===== src/rtl/seq_mult_32b.sv =====
// Sequential unsigned shift-add multiplier: WIDTH x WIDTH -> 2*WIDTH product over WIDTH cycles.
// Start/busy/done handshake; the product words hold until the next completion or reset.
module seq_mult_32b #(
    parameter int unsigned WIDTH = 32
) (
    input  logic             clk,
    input  logic             rst,
    input  logic             start,
    input  logic [WIDTH-1:0] a,
    input  logic [WIDTH-1:0] b,
    output logic             busy,
    output logic             done,
    output logic [WIDTH-1:0] prod_lo,
    output logic [WIDTH-1:0] prod_hi
);

    localparam int unsigned CW = $clog2(WIDTH);

    typedef enum logic [1:0] {
        S_IDLE,
        S_BUSY,
        S_DONE
    } state_t;

    state_t             r_state;
    state_t             w_state_next;
    logic [WIDTH-1:0]   r_mcand;
    logic [WIDTH-1:0]   r_mplier;
    logic [CW-1:0]      r_cnt;
    logic [2*WIDTH-1:0] r_acc;
    logic [2*WIDTH-1:0] w_addend;
    logic [2*WIDTH-1:0] w_acc_next;
    logic               w_last;

    always_comb begin
        w_last     = (r_cnt == CW'(WIDTH - 1));
        w_addend   = r_mplier[0] ? ({{WIDTH{1'b0}}, r_mcand} << r_cnt) : '0;
        w_acc_next = r_acc + w_addend;
    end

    always_ff @(posedge clk) begin
        if (rst) begin
            r_state <= S_IDLE;
        end else begin
            r_state <= w_state_next;
        end
    end

    always_comb begin
        w_state_next = r_state;
        case (r_state)
            S_IDLE:  if (start) w_state_next = S_BUSY;
            S_BUSY:  if (w_last) w_state_next = S_DONE;
            S_DONE:  w_state_next = S_IDLE;
            default: w_state_next = S_IDLE;
        endcase
    end

    always_ff @(posedge clk) begin
        if (rst) begin
            r_mcand  <= '0;
            r_mplier <= '0;
            r_cnt    <= '0;
            r_acc    <= '0;
            prod_lo  <= '0;
            prod_hi  <= '0;
        end else begin
            case (r_state)
                S_IDLE: begin
                    if (start) begin
                        r_mcand  <= a;
                        r_mplier <= b;
                        r_cnt    <= '0;
                        r_acc    <= '0;
                    end
                end
                S_BUSY: begin
                    r_acc    <= w_acc_next;
                    r_mplier <= r_mplier >> 1;
                    r_cnt    <= r_cnt + 1'b1;
                    // Final partial product is folded in on the same edge that publishes the result.
                    if (w_last) begin
                        {prod_hi, prod_lo} <= w_acc_next;
                    end
                end
                default: ;
            endcase
        end
    end

    assign busy = (r_state == S_BUSY);
    assign done = (r_state == S_DONE);

endmodule


===== config.mk =====
export PLATFORM = sky130hd
export DESIGN_NAME = seq_mult_32b
export DESIGN_NICKNAME = d
export VERILOG_FILES = /design/src/rtl/seq_mult_32b.sv
export SDC_FILE = /design/constraint.sdc
export NUM_CORES = 1
export LEC_CHECK = 0
export CAP_MARGIN = 10
export CORE_AREA = 2 2 160 162
export CTS_BUF_LIST = sky130_fd_sc_hd__clkbuf_4 sky130_fd_sc_hd__clkbuf_8
export CTS_CLUSTER_DIAMETER = 120
export DETAILED_ROUTE_END_ITERATION = 7
export DIE_AREA = 0 0 162 164
export PLACE_DENSITY = 0.84
export SYNTH_ARGS = -nofsm -noshare
export SYNTH_HDL_FRONTEND = slang
export SYNTH_SLANG_ARGS = --single-unit

===== constraint.sdc =====
create_clock -name clk -period 4.8 [get_ports clk]
set_clock_uncertainty 0.1 [all_clocks]
set_input_delay 0.96 -clock clk [delete_from_list [all_inputs] [get_ports clk]]
set_output_delay 0.96 -clock clk [all_outputs]
set_load 0.02 [all_outputs]

==> qor.txt <==
Tot GR Track Use: 0.312
Initial detailed-routing violation count: 1,239
Final-report hold violation count: 0
Total grt overflow: 0
Vias after detailed routing: 13,600
First-pass GRT wire length: 66.1 mm
Largest net degree at the start of global routing: 98
Synthesis-stage register bit count: 199
Crit-path max FO: 15
Bufs on Longest Clock Path: 2
Routability congestion estimate: 0.994
Number of synthesized flops with an enable pin: 0
Die height: 164 um
Most common cell after layout, fill and taps aside: nand2_1
Final min period: 4640 ps
Setup CP Type: reg2reg
Fmax: 216 MHz
Post-CTS Hold Buffers: 0
Routed len/inst: 19.1 um
Setup tns final: 0 ps
Crit share post-route: 0.966
Final #Nets: 1,986
WP data arrival: 4960 ps
Post-DR vias/cell: 6.18
Slew at the pin closest to its max-slew limit: 996 ps
Synth Cell Area: 13,200 sq um
H-tree depth: 4
Fin worst setup slack: 164 ps
Sequential cell area fraction in the yosys report: 0.302
Initial DRT Pass Iterations: 7
Crit path from: r_cnt[0]
Worst EP required: 5120 ps
Ys flop type: dfxtp_1
Status: finished, final reports clean
Min-Delay Path Class: reg2reg
Initial antenna violation count: 0
Worst skew pair latency: 510 ps
Synth Area per Inst: 7.54 sq um
PwrDens: 218 nW/um^2
Cells along the critical path: buf_12 > mux4_2 > mux2i_1 > nand2_1 > nand2_1 > o22ai_1 > ha_1 > nand4_1 > nor2_1 > o2111ai_1 > nand4_1 > buf_4 > nor2_1 > buf_4 > o21ai_0 > buf_4 > xor2_1 > nand2_1 > a21oi_1
Ys Warns: 0
Fin Hold WS: 357 ps
N_diodes: 0
Slowest library cell on the worst path: mux4_2
Residual DRC: 0
Leakage power: 0.00605 uW
Clock root buffer: clkbuf_8
Core area: 24,800 sq um
Worst r2r src: r_cnt[0]
CTS Buf Count: 17
Final WL: 42.0 mm
Share of layout cells above drive strength 1: 0.0965
Crit-path max cell delay: 550 ps
Worst slack, placed: 199 ps
Vias in the first global route: 12,800
DRT antenna net count: 0
CTS tree: done
CTS Sinks: 199
Relative slew margins: 0.335
Die W: 162 um
Endpoint type of the worst setup path: register
Commonest non-fill, non-tap cells in the layout: nand2_1 (363), a21oi_1 (205), dfxtp_1 (197)
Reg clk slew, reported paths: 120 ps
Slew Viols, Final: 0
Area grow syn2layout: 18.3%
Max cap viols: 0
IO Port Bufs: 132
Synth Instances: 1,752
Synth Net Count: 1,885
Endpoints failing setup: 0
DP HPWL: 31.6 mm
Ports: 133
Row count: 58
Die area: 26,600 sq um
Peak supply drop: 0.191 mV
Worst Setup Start Kind: register
Cell variety after synth: 73
Starting Density: 0.532
Hold path startpoint: r_acc[19]
Ys async rst share: 0
[timing repair]
item	4_1_cts	5_1_grt
buffers inserted	0	2
endpoints found under the setup margin	0	46
resized for setup	0	21
[state kept, by name, indices dropped and copies added, names as in the netlist]
| signal | cells |
|---|---|
| prod_lo | 32 |
| r_state | 2 |
| r_acc | 64 |
| prod_hi | 32 |
| r_cnt | 5 |
| r_mplier | 32 |
| r_mcand | 32 |
[metrics by stage]
stage                     utilization  power [uW]  cell area, sq um  cells
after detailed placement        0.608        2220             15100   2162
final                           0.629        3400             15600   2196
after CTS                       0.626        3400             15500   2194
after global placement          0.608        2210             15100   2162
after floorplan                     -        2050             13200   1752
after global routing            0.629        3520             15600   2196
[routing by layer]
metal	global-route usage	share of wire	vias up
met4	0.121	0.035	0
met3	0.0442	0.063	97
met5	0	0	-
met2	0.546	0.48	552
met1	0.390	0.42	6406
li1	-	-	6507
[power by group]
group          switching (uW)  leakage (uW)  total, uW  internal, uW
Clock                     736      0.000221       1200           466
Combinational             267       0.00421        457           191
Sequential               40.4       0.00162       1740          1700
[layout make-up]
cell class / count / area (sq um)
Inverter: 23 / 90.1
Fill cell: 2242 / 9200
Timing Repair Buffer: 205 / 1930
Clock buffer: 18 / 248
Sequential cell: 199 / 3990
Clock inverter: 14 / 199
Multi-Input combinational cell: 1407 / 8750
Tap cell: 330 / 413
[kinds of logic after synthesis]
logic type      synth area share
simple gates               0.235
xor+xnor                  0.0338
flops                      0.302
compound gates             0.238
mux                       0.0864
fa+ha+maj                 0.0631
buf+inv                   0.0417
[synth_stat cells, types with 18 or more instances]
| cell | instances | area [sq um] |
|---|---|---|
| nor3_1 | 25 | 125 |
| a311oi_1 | 33 | 289 |
| buf_1 | 24 | 90.1 |
| and2_1 | 24 | 150 |
| mux4_2 | 24 | 541 |
| mux2i_1 | 42 | 420 |
| inv_1 | 22 | 82.6 |
| nand4_1 | 26 | 163 |
| nand3_1 | 60 | 300 |
| o21ai_0 | 63 | 315 |
| xor2_1 | 32 | 280 |
| nor2_1 | 138 | 518 |
| o22ai_1 | 19 | 119 |
| a21oi_1 | 207 | 1040 |
| o21bai_1 | 18 | 135 |
| clkbuf_1 | 97 | 364 |
| dfxtp_1 | 199 | 3980 |
| ha_1 | 65 | 813 |
| xnor2_1 | 19 | 166 |
| a21o_1 | 40 | 300 |
| nand2_1 | 365 | 1370 |
[worst paths after layout]
path / end / slack (ps) / depth (start not counted)
worst max-delay path: prod_hi[0] / 160 / 19
worst min-delay path: r_acc[19] / 360 / 2
worst max register to register: prod_hi[0] / 160 / 19
worst min register to register: r_acc[19] / 360 / 2
[critical path: cells and delay by family, from the launching register on]
| family | cells | cell delay [ps] |
|---|---|---|
| AOI/OAI and AO/OA | 4 | 820 |
| and+or+nand+nor | 7 | 990 |
| buffers and inverters | 4 | 660 |
| adders and majority gates | 1 | 440 |
| xor gates and xnor gates | 1 | 260 |
| DFF | 1 | 450 |
| muxes | 2 | 850 |
Power figures use the tool's default switching activity.
